===== config.mk =====
export PLATFORM = sky130hd
export DESIGN_NAME = module_spi_master_als
export DESIGN_NICKNAME = d
export VERILOG_FILES = /design/src/rtl/spi_als_pkg.sv /design/src/rtl/module_spi_shift8.sv /design/src/rtl/module_spi_master_als.sv
export SDC_FILE = /design/constraint.sdc
export NUM_CORES = 1
export LEC_CHECK = 0
export ABC_AREA = 1
export BUFFER_PORTS_ARGS = -buffer_cell sky130_fd_sc_hd__buf_2
export CAP_MARGIN = 20
export CORE_MARGIN = 3
export CORE_UTILIZATION = 55
export DETAILED_ROUTE_END_ITERATION = 10
export PLACE_DENSITY_LB_ADDON = 0.3
export SLEW_MARGIN = 20
export SYNTH_ARGS = -nofsm -noshare
export SYNTH_HDL_FRONTEND = slang
export SYNTH_SLANG_ARGS = --single-unit

===== constraint.sdc =====
create_clock -name clk_i -period 3.5 [get_ports clk_i]
set_input_delay 0.7 -clock clk_i [delete_from_list [all_inputs] [get_ports clk_i]]
set_output_delay 0.7 -clock clk_i [all_outputs]
set_load 0.02 [all_outputs]

===== src/rtl/spi_als_pkg.sv =====
// Shared types and control-word field positions for the PMOD ALS SPI master.
`timescale 1ns/1ps

package spi_als_pkg;

    // Transaction engine states.
    typedef enum logic [2:0] {
        IDLE   = 3'd0,
        SETUP  = 3'd1,
        XFER   = 3'd2,
        NEXT   = 3'd3,
        HOLD   = 3'd4,
        WRBACK = 3'd5
    } state_e;

    // Control word layout.
    localparam int CTRL_SEND    = 0;
    localparam int CTRL_NTX_LSB = 4;
    localparam int CTRL_NTX_MSB = 12;
    localparam int CTRL_NRX_LSB = 16;
    localparam int CTRL_NRX_MSB = 25;

    localparam int NTX_W = CTRL_NTX_MSB - CTRL_NTX_LSB + 1;
    localparam int NRX_W = CTRL_NRX_MSB - CTRL_NRX_LSB + 1;

    // One byte on the wire is eight SCLK periods, i.e. sixteen half-periods.
    localparam int HALF_PERIODS = 16;

    // Completion word: keep every bit of the latched control word, clear
    // send so the burst cannot retrigger, and report the transfer count.
    function automatic logic [31:0] writeback_word(input logic [31:0]      shadow,
                                                   input logic [NTX_W-1:0] n_tx_end);
        logic [31:0]      word;
        logic [NRX_W-1:0] n_rx;
        n_rx = NRX_W'(n_tx_end) + NRX_W'(1);
        word = shadow;
        word[CTRL_SEND] = 1'b0;
        word[CTRL_NRX_MSB:CTRL_NRX_LSB] = n_rx;
        return word;
    endfunction

endpackage


===== src/rtl/module_spi_shift8.sv =====
// 8-bit SPI mode-0 data path: TX byte shifted out MSB first on falling
// SCLK strobes, RX byte assembled MSB first on rising SCLK strobes.
`timescale 1ns/1ps

module module_spi_shift8 (
    input  logic       clk_i,
    input  logic       rst_n_i,
    input  logic       load,
    input  logic [7:0] load_data,
    input  logic       sample,
    input  logic       shift,
    input  logic       miso,
    output logic       mosi,
    output logic [7:0] rx
);

    logic [7:0] tx_q;

    // TX shifter: zero-fill so the line returns low once the byte is out.
    always_ff @(posedge clk_i or negedge rst_n_i) begin
        if (!rst_n_i) begin
            tx_q <= 8'h00;
        end else if (load) begin
            tx_q <= load_data;
        end else if (shift) begin
            tx_q <= {tx_q[6:0], 1'b0};
        end
    end

    // RX shifter: each rising-edge sample enters at bit 0.
    always_ff @(posedge clk_i or negedge rst_n_i) begin
        if (!rst_n_i) begin
            rx <= 8'h00;
        end else if (sample) begin
            rx <= {rx[6:0], miso};
        end
    end

    assign mosi = tx_q[7];

endmodule


===== src/rtl/module_spi_master_als.sv =====
// SPI master burst engine for the PMOD ALS path. Triggered by the send bit
// of the control word, it runs n_tx_end+1 contiguous byte transfers with CS
// held low, exchanges each byte in place in the data buffer and finally
// writes the updated control word back through the register's SPI port.
`timescale 1ns/1ps

module module_spi_master_als
    import spi_als_pkg::*;
#(
    parameter int CLK_DIV = 5,
    parameter int ADDR_W  = 9
) (
    input  logic              clk_i,
    input  logic              rst_n_i,
    input  logic [31:0]       ctrl_i,
    output logic              ctrl_wr_o,
    output logic [31:0]       ctrl_data_o,
    output logic [ADDR_W-1:0] buf_addr_o,
    input  logic [31:0]       buf_rdata_i,
    output logic              buf_wr_o,
    output logic [31:0]       buf_wdata_o,
    output logic              busy_o,
    output logic              sclk_o,
    output logic              cs_n_o,
    output logic              mosi_o,
    input  logic              miso_i
);

    localparam logic [7:0] DIV_RELOAD = 8'(CLK_DIV - 1);
    localparam logic [3:0] LAST_HALF  = 4'(HALF_PERIODS - 1);

    state_e            state_q;
    logic [7:0]        tick_cnt_q;
    logic [3:0]        half_cnt_q;
    logic [ADDR_W-1:0] idx_q;
    logic [31:0]       shadow_q;
    logic [NTX_W-1:0]  n_tx_end_q;
    logic              load_pend_q;
    logic [1:0]        miso_sync_q;
    logic              sclk_q;
    logic              cs_n_q;
    logic              ctrl_wr_q;
    logic [31:0]       ctrl_data_q;
    logic              buf_wr_q;
    logic [31:0]       buf_wdata_q;

    logic              tick;
    logic              last_half;
    logic              last_byte;
    logic              sr_load;
    logic              sr_sample;
    logic              sr_shift;
    logic [7:0]        rx_byte;
    logic              sr_mosi;

    // Only the low byte of a buffer word is transmitted.
    logic              buf_rdata_unused;
    assign buf_rdata_unused = ^buf_rdata_i[31:8];

    // Two-flop synchroniser for the asynchronous slave data line.
    always_ff @(posedge clk_i or negedge rst_n_i) begin
        if (!rst_n_i) begin
            miso_sync_q <= 2'b00;
        end else begin
            miso_sync_q <= {miso_sync_q[0], miso_i};
        end
    end

    // Strobes for the byte shifter, derived from the divider and half-period count.
    // NOTE: every output of an always_comb is given a value on every path, so no latch is inferred.
    always_comb begin
        tick      = (tick_cnt_q == 8'd0);
        last_half = (half_cnt_q == LAST_HALF);
        last_byte = (idx_q == ADDR_W'(n_tx_end_q));
        sr_load   = load_pend_q && ((state_q == SETUP) || (state_q == XFER));
        sr_sample = 1'b0;
        sr_shift  = 1'b0;
        if (state_q == XFER && tick) begin
            sr_sample = ~half_cnt_q[0];
            sr_shift  =  half_cnt_q[0];
        end
    end

    module_spi_shift8 u_shift8 (
        .clk_i     (clk_i),
        .rst_n_i   (rst_n_i),
        .load      (sr_load),
        .load_data (buf_rdata_i[7:0]),
        .sample    (sr_sample),
        .shift     (sr_shift),
        .miso      (miso_sync_q[1]),
        .mosi      (sr_mosi),
        .rx        (rx_byte)
    );

    // Burst sequencer, inline SCLK divider and registered SPI/buffer/register outputs.
    // NOTE: state is updated with non-blocking assignments so every register samples pre-edge values.
    always_ff @(posedge clk_i or negedge rst_n_i) begin
        if (!rst_n_i) begin
            state_q     <= IDLE;
            tick_cnt_q  <= 8'd0;
            half_cnt_q  <= 4'd0;
            idx_q       <= '0;
            shadow_q    <= 32'd0;
            n_tx_end_q  <= '0;
            load_pend_q <= 1'b0;
            sclk_q      <= 1'b0;
            cs_n_q      <= 1'b1;
            ctrl_wr_q   <= 1'b0;
            ctrl_data_q <= 32'd0;
            buf_wr_q    <= 1'b0;
            buf_wdata_q <= 32'd0;
        end else begin
            // Write strobes are single-cycle pulses unless re-asserted below.
            buf_wr_q  <= 1'b0;
            ctrl_wr_q <= 1'b0;
            if (sr_load) begin
                load_pend_q <= 1'b0;
            end

            case (state_q)
                IDLE: begin
                    // ctrl_i is only sampled here, so edits during a burst are ignored.
                    if (ctrl_i[CTRL_SEND]) begin
                        shadow_q    <= ctrl_i;
                        n_tx_end_q  <= ctrl_i[CTRL_NTX_MSB:CTRL_NTX_LSB];
                        idx_q       <= '0;
                        tick_cnt_q  <= DIV_RELOAD;
                        half_cnt_q  <= 4'd0;
                        load_pend_q <= 1'b1;
                        sclk_q      <= 1'b0;
                        cs_n_q      <= 1'b0;
                        state_q     <= SETUP;
                    end
                end

                SETUP: begin
                    // CS setup time before the first rising edge.
                    if (tick) begin
                        tick_cnt_q <= DIV_RELOAD;
                        half_cnt_q <= 4'd0;
                        state_q    <= XFER;
                    end else begin
                        tick_cnt_q <= tick_cnt_q - 8'd1;
                    end
                end

                XFER: begin
                    if (tick) begin
                        tick_cnt_q <= DIV_RELOAD;
                        half_cnt_q <= half_cnt_q + 4'd1;
                        sclk_q     <= ~half_cnt_q[0];
                        if (last_half) begin
                            buf_wr_q    <= 1'b1;
                            buf_wdata_q <= {24'd0, rx_byte};
                            state_q     <= last_byte ? HOLD : NEXT;
                        end
                    end else begin
                        tick_cnt_q <= tick_cnt_q - 8'd1;
                    end
                end

                NEXT: begin
                    // Advance to the next slot; its byte is loaded on the first
                    // XFER cycle, with CS still low so the frame stays contiguous.
                    idx_q       <= idx_q + ADDR_W'(1);
                    load_pend_q <= 1'b1;
                    tick_cnt_q  <= DIV_RELOAD;
                    state_q     <= XFER;
                end

                HOLD: begin
                    // CS hold time after the last falling edge.
                    if (tick) begin
                        cs_n_q      <= 1'b1;
                        ctrl_wr_q   <= 1'b1;
                        ctrl_data_q <= writeback_word(shadow_q, n_tx_end_q);
                        state_q     <= WRBACK;
                    end else begin
                        tick_cnt_q <= tick_cnt_q - 8'd1;
                    end
                end

                WRBACK: begin
                    state_q <= IDLE;
                end

                default: begin
                    state_q <= IDLE;
                end
            endcase
        end
    end

    assign busy_o      = (state_q != IDLE);
    assign sclk_o      = sclk_q;
    assign cs_n_o      = cs_n_q;
    assign mosi_o      = sr_mosi;
    assign buf_addr_o  = idx_q;
    assign buf_wr_o    = buf_wr_q;
    assign buf_wdata_o = buf_wdata_q;
    assign ctrl_wr_o   = ctrl_wr_q;
    assign ctrl_data_o = ctrl_data_q;

endmodule


==> reports/metrics.csv <==
stage,metric,value,unit
timing,fmax,434,MHz
worst_setup_path,path_depth,10,
timing,finalSetupViolations,0,
hold_path,min_from,miso_sync_q[0],
worst_setup_path,cp_max_fo,53,
global_route,first_global_vias,3816,
finish,syn2layout_area_growth,12.1,%
worst_setup_path,crit_required,3.80,ns
route,ant_nets,0,
finish,final_layout_size_suffix_gt1_share,18.5,%
die,start_util,56.9,%
worst_setup_path,cp_top_family,simple AND/OR/NAND/NOR gates,
logic_synthesis,synth.distinct_cells,34,
worst_setup_path,endpoint_kind,register,
clocking,postCtsSetupRepairBufs,0,
die,die_x,101,um
worst_setup_path,worst-setup-path-type,register to register,
route,drc,0,
worst_setup_path,path_cells,"inv_1, ha_1, nand3_1, nor2_4, nand2_2, nand2_2, nor2_1, inv_1, nand2_1, nor2_1",
clocking,htreeDepth,3,
worst_setup_path,r2r_end,tick_cnt_q[3],
timing,layout_setup_ws,1.20,ns
logic_synthesis,syn_inst,588,
clocking,insertion_delay,0.37,ns
worst_setup_path,max_stage_delay,0.53,ns
logic_synthesis,avgSynthCellArea,8.47,sq um
worst_setup_path,ff2ff_setup_slack,1.20,ns
route,first_pass_iters,4,
timing,slew_headroom,40.0,%
clocking,numCtsBuffers,9,
global_route,grt_pass1_wl,17.7,mm
die,core-area,8760,sq um
worst_setup_path,crit_slowest_cell,nand2_2,
clocking,cts-root-buf,clkbuf_8,
power_and_ir_drop,p_per_area,698,nW/um^2
global_route,grt_max_degree,76,
die,die_area,10200,sq um
global_route,grt-ovfl-total,0,
hold_path,hold_class,register to register,
timing,grt_setup_unrepaired,false,
logic_synthesis,ys_seq_elements,107,
clocking,cts_max_path_buffers,2,
route,drtIter0Drc,198,
worst_setup_path,rr_worst_depth,10,
timing,worst_pin_slew,0.900,ns
timing,fin_crit,2.30,ns
worst_setup_path,crit_buf_inv,2,
finish,final-seq-area,2680,sq um
worst_setup_path,critPathLaunchType,register,
timing,finalHoldViolations,0,
die,fp-row-count,34,
clocking,cts_hold_buf,0,
logic_synthesis,ys_warn_count,0,
power_and_ir_drop,total_power,0.00390,W
finish,nets,744,
place,dp_slack,1.19,ns
timing,fin_setup_tns,0,ns
worst_setup_path,cp-startpoint,tick_cnt_q[0],
route,vias,3942,
finish,fillers,743,
clocking,clkTransAtPathRegs,0.09,ns
power_and_ir_drop,power.leakage,3.02,nW
timing,skew,0.00693,ns
clocking,cts.sinks,107,
job,drv_cap,0,
die,fp.dieH,101,um
timing,period_share,65.8,%
place,hpwlAfterDp,7.23,mm
timing,maxSlewViolCount,0,
logic_synthesis,synth_area,4980,sq um
place,port_buffers,86,
place,placedCellCount,769,
global_route,grt_use_total,21.6,%
finish,multi_input_area,1870,sq um
place,gp_congestion,0.893,
route,via_per_inst,5.03,
die,pin_count,146,
clocking,cts_tree,built,
worst_setup_path,arrival,2.61,ns
outcome,status,"finished, final reports clean",
worst_setup_path,reg2reg_from,tick_cnt_q[0],
finish,fin_cells,784,
global_route,antenna_found_initial,0,
clocking,post_cts_resized,0,
worst_setup_path,critical_path.endpoint,tick_cnt_q[3],
finish,antennaDiodeCount,0,
power_and_ir_drop,irDropWorstVdd,370,uV
route,wire_per_inst,13.0,um
logic_synthesis,yosysSeqAreaShare,53.8,%
route,finalWirelength,10.2,mm
## synthesized netlist by cell type (all sizes together)
| cell type | count | area [sq um] |
|---|---|---|
| nand2 | 184 | 718 |
| dfrtp | 106 | 2650 |
| o21ai | 77 | 389 |
| inv | 70 | 263 |
| buf | 37 | 257 |
| nand3 | 29 | 155 |
| nor2 | 29 | 131 |
| a21oi | 11 | 55.1 |
| xnor2 | 6 | 52.6 |
| ha | 5 | 62.6 |
| nand4 | 4 | 25.0 |
| nor3 | 4 | 20.0 |
| o211ai | 4 | 30.0 |
| o22ai | 4 | 25.0 |
| xor2 | 4 | 35.0 |
| a31oi | 3 | 18.8 |
| clkbuf | 2 | 7.51 |
| o2111ai | 2 | 17.5 |
| a31o | 1 | 8.76 |
| conb | 1 | 3.75 |
| dfstp | 1 | 26.3 |
| nand3b | 1 | 7.51 |
| o21a | 1 | 7.51 |
| o31ai | 1 | 7.51 |
| or2 | 1 | 6.26 |
## report_power, final
part           internal [W]  total [W]  switching [W]
Clock              0.000347   0.000744       0.000397
Sequential          0.00152    0.00174       0.000216
Combinational      0.000457    0.00142       0.000958
Total               0.00232    0.00390        0.00157
## state kept, by name (all words and copies together) (netlist names), 2 cells and up
name and flops:
buf_addr_o 9, buf_wdata_o 8, ctrl_data_o 31, half_cnt_q 4, miso_sync_q 2, shadow_q 21, state_q 3, tick_cnt_q 8
u_shift8.rx 8, u_shift8.tx_q 8
## worst reg2reg max path: cells and delay by family, from the launching register on
family	cells	cell delay, ns
adders and majority gates	1	0.19
buffers and inverters	2	0.21
DFF	1	0.37
and+or+nand+nor	7	1.45
## per-stage QoR
stage          area (sq um)  utilization [%]  hold slack [ns]
6_report               5580             63.7            0.360
5_1_grt                5580             63.7            0.379
4_1_cts                5580             63.7            0.364
3_5_place_dp           5390             61.5            0.337
3_3_place_gp           5390             61.5            0.334
2_1_floorplan          5070                -            0.331
## worst min path at each step
| stage | to | slack, ns | cells after the start |
|---|---|---|---|
| floorplan | miso_sync_q[1] | 0.33 | 0 |
| global placement | miso_sync_q[1] | 0.33 | 0 |
| detailed placement | miso_sync_q[1] | 0.34 | 0 |
| CTS | miso_sync_q[1] | 0.36 | 0 |
| global route | miso_sync_q[1] | 0.38 | 0 |
| finish | miso_sync_q[1] | 0.36 | 0 |
## layer usage
layer / part of all wire (%) / up-vias / wire, um / track usage [%]
li1: - / 1985 / - / -
met1: 46 / 1864 / 4640 / 29.5
met2: 48 / 84 / 4870 / 35.2
met3: 5.3 / 9 / 545 / 4.41
met4: 1.3 / 0 / 133 / 6.44
met5: 0 / - / 0 / 0
## final cells by class
class | instances | share of cell area (%)
clock inverter | 4 | 0.919
inverter | 70 | 4.71
sequential | 107 | 48.0
timing repair buffer | 88 | 8.02
tap | 108 | 2.42
multi-input combinational | 396 | 33.4
clock buffer | 11 | 2.53
## logic make-up (layout without fill, tap and decap cells)
family / after synthesis / count (layout) / share of synthesized area, %
other: 1 / 25 / 0.0753
adders and majority gates: 5 / 5 / 1.26
DFF: 107 / 107 / 53.8
and+or+nand+nor: 252 / 252 / 21.3
xor gates and xnor gates: 10 / 10 / 1.76
buffers and inverters: 109 / 173 / 10.6
AOI/OAI and AO/OA: 104 / 104 / 11.2
## cell usage in the layout, fill, tap and decap left out, types with 3 or more instances in the layout
cell type	synthesis	final
nand2_1	177	177
dfrtp_1	106	106
buf_2	10	85
inv_1	63	63
o21ai_0	61	61
nand3_1	27	27
nor2_1	26	26
conb_1	1	25
o21ai_1	15	15
a21oi_1	11	11
clkbuf_8	0	10
inv_2	7	7
xnor2_1	6	6
nand2_2	5	5
ha_1	5	5
o22ai_1	4	4
xor2_1	4	4
nand4_1	4	4
o211ai_1	4	4
nor3_1	4	4
nor2_4	3	3
a31oi_1	3	3
buf_4	26	3
Power figures use the tool's default switching activity.
